$ cat config.mk
export PLATFORM = sky130hd
export DESIGN_NAME = axis_arb
export DESIGN_NICKNAME = d
export VERILOG_FILES = /design/src/rtl/litepcie_axis_pkg.sv /design/src/rtl/axis_skid.sv /design/src/rtl/axis_arb.sv
export SDC_FILE = /design/constraint.sdc
export NUM_CORES = 1
export LEC_CHECK = 0
export BUFFER_PORTS_ARGS = -buffer_cell sky130_fd_sc_hd__buf_2
export CORE_MARGIN = 2
export CORE_UTILIZATION = 45
export CTS_CLUSTER_DIAMETER = 50
export DETAILED_ROUTE_END_ITERATION = 7
export PLACE_DENSITY_LB_ADDON = 0.15
export SKIP_CTS_REPAIR_TIMING = 1
export SYNTH_ARGS = -nofsm -noshare
export SYNTH_HDL_FRONTEND = slang
export SYNTH_SLANG_ARGS = --single-unit
$ cat constraint.sdc
create_clock -name clk -period 4.7 [get_ports clk]
set_clock_uncertainty 0.1 [all_clocks]
set_input_delay 0.94 -clock clk [delete_from_list [all_inputs] [get_ports clk]]
set_output_delay 0.94 -clock clk [all_outputs]
set_load 0.005 [all_outputs]
$ cat src/rtl/litepcie_axis_pkg.sv
// Shared constants for the two-requester AXI-stream arbiter: FSM state encoding
// and the depth of the output skid buffer.
package litepcie_axis_pkg;

  typedef enum logic [1:0] {
    StIdle = 2'd0,
    StPkt0 = 2'd1,
    StPkt1 = 2'd2
  } arb_state_e;

  localparam logic [1:0] SkidDepth = 2'd2;

endpackage

$ cat src/rtl/axis_skid.sv
// Two-entry skid buffer; entry 0 is always the oldest and drives the read side.
module axis_skid
  import litepcie_axis_pkg::*;
#(
  parameter int unsigned Width = 35
) (
  input  logic             clk,
  input  logic             rst,
  input  logic             wr_vld,
  input  logic [Width-1:0] wr_dat,
  output logic             wr_rdy,
  output logic             rd_vld,
  output logic [Width-1:0] rd_dat,
  input  logic             rd_rdy
);

  logic [Width-1:0] ent0_q, ent1_q;
  logic [1:0]       cnt_q;
  logic             wr, rd;

  assign wr_rdy = (cnt_q < SkidDepth);
  assign rd_vld = (cnt_q != 2'd0);
  assign rd_dat = ent0_q;
  assign wr     = wr_vld && wr_rdy;
  assign rd     = rd_vld && rd_rdy;

  always_ff @(posedge clk) begin
    if (rst) begin
      cnt_q <= 2'd0;
    end else begin
      case ({wr, rd})
        2'b10: begin
          if (cnt_q == 2'd0) ent0_q <= wr_dat;
          else               ent1_q <= wr_dat;
          cnt_q <= cnt_q + 2'd1;
        end
        2'b01: begin
          ent0_q <= ent1_q;
          cnt_q  <= cnt_q - 2'd1;
        end
        // Write and read together only happen with one entry held: replace the head.
        2'b11: ent0_q <= wr_dat;
        default: ;
      endcase
    end
  end

endmodule

$ cat src/rtl/axis_arb.sv
// Packet-level round-robin arbiter merging two AXI-style streams into one, with
// framing-error detection and a registered skid-buffered output.
module axis_arb
  import litepcie_axis_pkg::*;
#(
  parameter int unsigned DAT_B = 32
) (
  input  logic             clk,
  input  logic             rst,
  input  logic             i0_vld,
  input  logic             i0_sop,
  input  logic             i0_eop,
  input  logic [DAT_B-1:0] i0_dat,
  output logic             o0_rdy,
  input  logic             i1_vld,
  input  logic             i1_sop,
  input  logic             i1_eop,
  input  logic [DAT_B-1:0] i1_dat,
  output logic             o1_rdy,
  output logic             o_vld,
  output logic             o_sop,
  output logic             o_eop,
  output logic [DAT_B-1:0] o_dat,
  input  logic             i_rdy,
  output logic             o_src,
  output logic             o_err
);

  arb_state_e       state_q;
  logic             lst_q, first_q, err_q;
  logic             sel, skid_rdy, acc;
  logic             in_vld, in_sop, in_eop;
  logic [DAT_B-1:0] in_dat;
  logic [DAT_B+2:0] wr_dat, rd_dat;

  always_comb begin
    sel    = (state_q == StPkt1);
    in_vld = sel ? i1_vld : i0_vld;
    in_sop = sel ? i1_sop : i0_sop;
    in_eop = sel ? i1_eop : i0_eop;
    in_dat = sel ? i1_dat : i0_dat;
  end

  assign o0_rdy = (state_q == StPkt0) && skid_rdy;
  assign o1_rdy = (state_q == StPkt1) && skid_rdy;
  assign acc    = in_vld && (o0_rdy || o1_rdy);
  assign wr_dat = {sel, in_sop, in_eop, in_dat};
  assign {o_src, o_sop, o_eop, o_dat} = rd_dat;
  assign o_err  = err_q;

  always_ff @(posedge clk) begin
    if (rst) begin
      state_q <= StIdle;
      lst_q   <= 1'b1;
      first_q <= 1'b1;
      err_q   <= 1'b0;
    end else begin
      // sop must be set on exactly the first beat of a grant.
      err_q <= acc && (first_q ^ in_sop);
      if (acc) first_q <= in_eop;
      case (state_q)
        StIdle: begin
          if (i0_vld && i1_vld) state_q <= lst_q ? StPkt0 : StPkt1;
          else if (i0_vld)      state_q <= StPkt0;
          else if (i1_vld)      state_q <= StPkt1;
        end
        StPkt0, StPkt1: begin
          if (acc && in_eop) begin
            state_q <= StIdle;
            lst_q   <= sel;
          end
        end
        default: state_q <= StIdle;
      endcase
    end
  end

  axis_skid #(
    .Width(DAT_B + 3)
  ) u_skid (
    .clk    (clk),
    .rst    (rst),
    .wr_vld (acc),
    .wr_dat (wr_dat),
    .wr_rdy (skid_rdy),
    .rd_vld (o_vld),
    .rd_dat (rd_dat),
    .rd_rdy (i_rdy)
  );

endmodule

==> results.md <==
Route:
- The via total after detailed routing is 2,046.
- After detailed routing, the number of remaining DRC violations is 0.
- The first-pass iteration count of the detailed router is 4.
- The count of routing violations after the opening detailed-route iteration is 54.
- Dividing the detail-routed via count by the number of cells gives 4.84.
- The aggregate routed wire length is 6170 um.
- After detailed routing, the average wire length per cell comes to 14.6 um.
- In this run the remaining antenna-violating nets after routing total 0.

Finish:
- Once layout is complete, the utilization of the core stands at 0.573.
- After filler insertion, the fill cell instance count of the layout stands at 636.
- The number of antenna diodes in the final layout is 0.
- After the flow finishes, the layout carries non-filler instances totaling 423.
- Relative to the synthesized area, the layout overhead comes to 24.8%.
- The number of nets in the layout is 394.
- The fraction of final layout cells with drive strength greater than 1 is 0.632.

Global route:
- The wire length of the first global-routing pass is 10,100 um.
- The maximum number of pins on one net before global-route repair is 38.
- The via count of the first global-routing pass is 2,099.
- The sum of overflow across all layers after global routing is 0.
- The global router's overall resource usage is 0.153.
- The initial antenna violation count is 0.

Floorplan:
- The die covers 0.00852 mm2.
- The core outline area is 0.00765 mm2.
- The width of the chip is 92.3 um.
- The overall die height is 92.3 um.
- The count of boundary I/O pins is 112.
- In this run the core area contains 32 standard-cell rows.
- For this configuration, the core starts out at a cell density of 0.459.

Setup path:
- The setup check on the worst reg-to-reg path leaves a slack of 1440 ps.
- For the worst setup path, the data arrival time is 3420 ps.
- The number of cells on the worst reg-to-reg path is 9.
- For this design, the slowest cell found on the critical path is sky130_fd_sc_hd__ha_2.
- Of all nets on the critical path, the largest fanout is 37.
- The endpoint of the worst-slack reg-to-reg timing path is u_skid.cnt_q[1].
- The worst setup path is launched from a flop.
- STA classifies the critical path endpoint as a flop.
- The origin of the worst setup path is state_q[0].
- The kind of critical path is flop to flop.
- The largest incremental delay on the critical path is 780 ps.
- Traced cell by cell, the critical path runs through inv_1 > ha_2 > and4bb_1 > or2_4 > inv_4 > ha_2 > xnor2_1 > or3_1 > a21oi_1.
- The startpoint identified for the worst register-to-register timing path is state_q[0].
- The most numerous cell type found on the critical path is sky130_fd_sc_hd__ha_2.
- At the worst endpoint, the required time is 4870 ps.

Status:
- The flow ran to the end, and the final reports show no timing, DRC or antenna violations.

STA:
- At the pin with the least slew margin, the transition time is 1040 ps.
- Measured against its own limit, the worst slew margin works out to 0.303.
- The final cycle utilization of the critical path is 0.693.
- The tightest hold path in the finished design has a slack of 392 ps.
- Setup repair after global routing left no endpoint under its margin.
- The final max-slew violation count is 0.
- Setup violations remaining at the end of the flow were counted as 0.
- Setup total negative slack on the finished layout was measured at 0 ps.
- The top achievable clock speed is 307 MHz.
- Subtracting the final worst setup slack from the clock period gives 3260 ps.
- The count of endpoints failing hold in the final timing report was 0.

Clocking:
- The number of clock sinks seen by CTS is 77.
- The longest clock path from root to sink contains 2 buffers.
- The root buffer cell chosen for the clock tree is sky130_fd_sc_hd__clkbuf_8.
- The level count of the clock H-tree is 3.
- The CTS tree is built.
- Clock latency on the worst-skew pair, taken at its later pin, is 330 ps.
- The clock transition at the registers of the reported paths is 70 ps.
- The TritonCTS buffer count is 9.

Yosys:
- Synthesis handed over a netlist of 201 instances.
- The mean post-synth cell area is 17.5 um2.
- The cell area that synthesis handed to floorplanning was 0.00351 mm2.
- The number of nets handed over by synthesis was 279.
- The synthesis-stage register bit count is 77.
- The mux contribution to synthesized area is 0.255.
- The synthesized-area fraction occupied by adder cells is 0.0178.
- The register area share after synthesis is 0.639.
- By area, the combinational part of the netlist is dominated by multiplexers.
- The synthesized-area fraction occupied by ao, oa, aoi and oai cells is 0.0228.
- The area share of xor/xnor cells in the synthesized design is 0.00748.
- Yosys printed 0 warnings.
- The number of library cell types mapped by synthesis is 28.
- Of the total synthesized cell area, the portion taken by AND, OR, NAND and NOR gates is 0.0306.

Min path:
- The path with the worst hold slack has its endpoint at state_q[0].
- The worst hold path begins at state_q[0].
- The class of the worst hold path is flop to flop.
- Along the worst hold path, the cell count comes to 2.

Job:
- The max-capacitance violation count is 0.

Place:
- The final weighted congestion in routability-driven placement is 0.805.
- The cell total after placement is 407.
- Input and output buffers added on the ports amount to 111.
- Detailed placement finished with a half-perimeter wire length of 4150 um.

Power:
- The overall power consumption is 2.19 mW.
- The leakage power of the design is 1.75 nW.
- Across the VDD grid, the largest voltage drop is 0.000331 V.
- In this run the power density over the cells is 501 mW/mm2.
-- layer usage --
layer / track usage / share of wire / routed length (um)
met1: 0.186 / 0.43 / 2640
met2: 0.260 / 0.51 / 3150
met3: 0.0325 / 0.051 / 314
met4: 0.0709 / 0.011 / 69
met5: 0 / 0 / 0
-- how the worst max path moves through the flow --
stage / slack, ps / depth (start not counted) / end
floorplan: 1320 / 4 / u_skid.rd_dat[0]
global placement: 1480 / 7 / u_skid.rd_dat[3]
detailed placement: 1400 / 9 / u_skid.cnt_q[1]
CTS: 1380 / 9 / u_skid.cnt_q[1]
global route: 1110 / 9 / u_skid.cnt_q[1]
finish: 1440 / 9 / u_skid.cnt_q[1]
-- cells in the final DEF (no fill, tap or decap), types with 2 or more instances in the layout --
cell type                     n
sky130_fd_sc_hd__mux2i_1      2
sky130_fd_sc_hd__a21oi_1      2
sky130_fd_sc_hd__bufinv_16    3
sky130_fd_sc_hd__mux2_4      29
sky130_fd_sc_hd__dfxtp_1      7
sky130_fd_sc_hd__inv_1        7
sky130_fd_sc_hd__nor2_1       4
sky130_fd_sc_hd__xnor2_1      2
sky130_fd_sc_hd__clkbuf_8     9
sky130_fd_sc_hd__edfxtp_1    70
sky130_fd_sc_hd__ha_1         3
sky130_fd_sc_hd__nand3_1      2
sky130_fd_sc_hd__buf_2      111
sky130_fd_sc_hd__o21ai_0      3
sky130_fd_sc_hd__mux2_2      39
sky130_fd_sc_hd__clkbuf_1     2
sky130_fd_sc_hd__nor2b_1      2
sky130_fd_sc_hd__ha_2         2
sky130_fd_sc_hd__o21ai_2      2
sky130_fd_sc_hd__nand2_1      5
-- worst max-delay path: cells and delay by family, from the launching register on --
kind / cells / cell delay, ps
compound gates: 1 / 140
xor+xnor: 1 / 160
fa+ha+maj: 2 / 1360
buf+inv: 2 / 160
flops: 1 / 330
simple gates: 3 / 920
-- synth_stat cells --
cell | count | area (um2)
sky130_fd_sc_hd__edfxtp_1 | 70 | 2100
sky130_fd_sc_hd__mux2_2 | 39 | 439
sky130_fd_sc_hd__mux2_4 | 29 | 435
sky130_fd_sc_hd__dfxtp_1 | 7 | 140
sky130_fd_sc_hd__inv_1 | 7 | 26.3
sky130_fd_sc_hd__ha_1 | 5 | 62.6
sky130_fd_sc_hd__nand2_1 | 5 | 18.8
sky130_fd_sc_hd__nor2_1 | 5 | 18.8
sky130_fd_sc_hd__buf_2 | 4 | 20.0
sky130_fd_sc_hd__buf_6 | 4 | 45.0
sky130_fd_sc_hd__o21ai_0 | 3 | 15.0
sky130_fd_sc_hd__a21oi_1 | 2 | 10.0
sky130_fd_sc_hd__mux2i_1 | 2 | 20.0
sky130_fd_sc_hd__nand3_1 | 2 | 10.0
sky130_fd_sc_hd__nor2b_1 | 2 | 12.5
sky130_fd_sc_hd__o21ai_2 | 2 | 17.5
sky130_fd_sc_hd__xnor2_1 | 2 | 17.5
sky130_fd_sc_hd__a22oi_2 | 1 | 12.5
sky130_fd_sc_hd__and3_1 | 1 | 6.26
sky130_fd_sc_hd__and3b_1 | 1 | 8.76
sky130_fd_sc_hd__and4bb_1 | 1 | 12.5
sky130_fd_sc_hd__inv_4 | 1 | 6.26
sky130_fd_sc_hd__nor3_1 | 1 | 5.00
sky130_fd_sc_hd__o2111ai_1 | 1 | 8.76
sky130_fd_sc_hd__o311ai_2 | 1 | 16.3
sky130_fd_sc_hd__or2_4 | 1 | 8.76
sky130_fd_sc_hd__or3_1 | 1 | 6.26
sky130_fd_sc_hd__xor2_1 | 1 | 8.76
-- kinds of logic after synthesis --
group | Yosys count
AO/OA/AOI/OAI | 10
XOR/XNOR | 3
adder cells (fa/ha/maj) | 5
buffers and inverters | 16
flip-flops | 77
multiplexers | 70
AND/OR/NAND/NOR | 20
-- power breakdown --
group / total (mW) / switching [mW] / internal [mW]
clock: 0.575 / 0.224 / 0.351
combinational: 0.688 / 0.325 / 0.363
sequential: 0.932 / 0.0291 / 0.903
total: 2.19 / 0.578 / 1.62
-- registers in the layout, summed over array words and instances, names as in the netlist --
register and cells:
o_err 1, u_skid.rd_dat 35, u_skid.cnt_q 2, state_q 2, u_skid.ent1_q 35, first_q 1, lst_q 1
-- per-stage QoR --
stage	area, um2	setup WS, ps
6_report	4380	1440
5_1_grt	4380	1110
4_1_cts	4380	1380
3_5_place_dp	4150	1400
3_3_place_gp	4150	1480
2_1_floorplan	3510	1320
-- final cells by class --
class                   count  area [um2]  area share
multi-input cells         108        1180       0.270
flip-flops and latches     77        2240       0.512
repair buffers            112         563       0.129
clock inverters             5        98.8      0.0226
clock buffers              11         131      0.0300
inverters                   8        32.5     0.00743
well taps                 102         128      0.0291
Note: power is estimated with default switching activity, not from simulation.
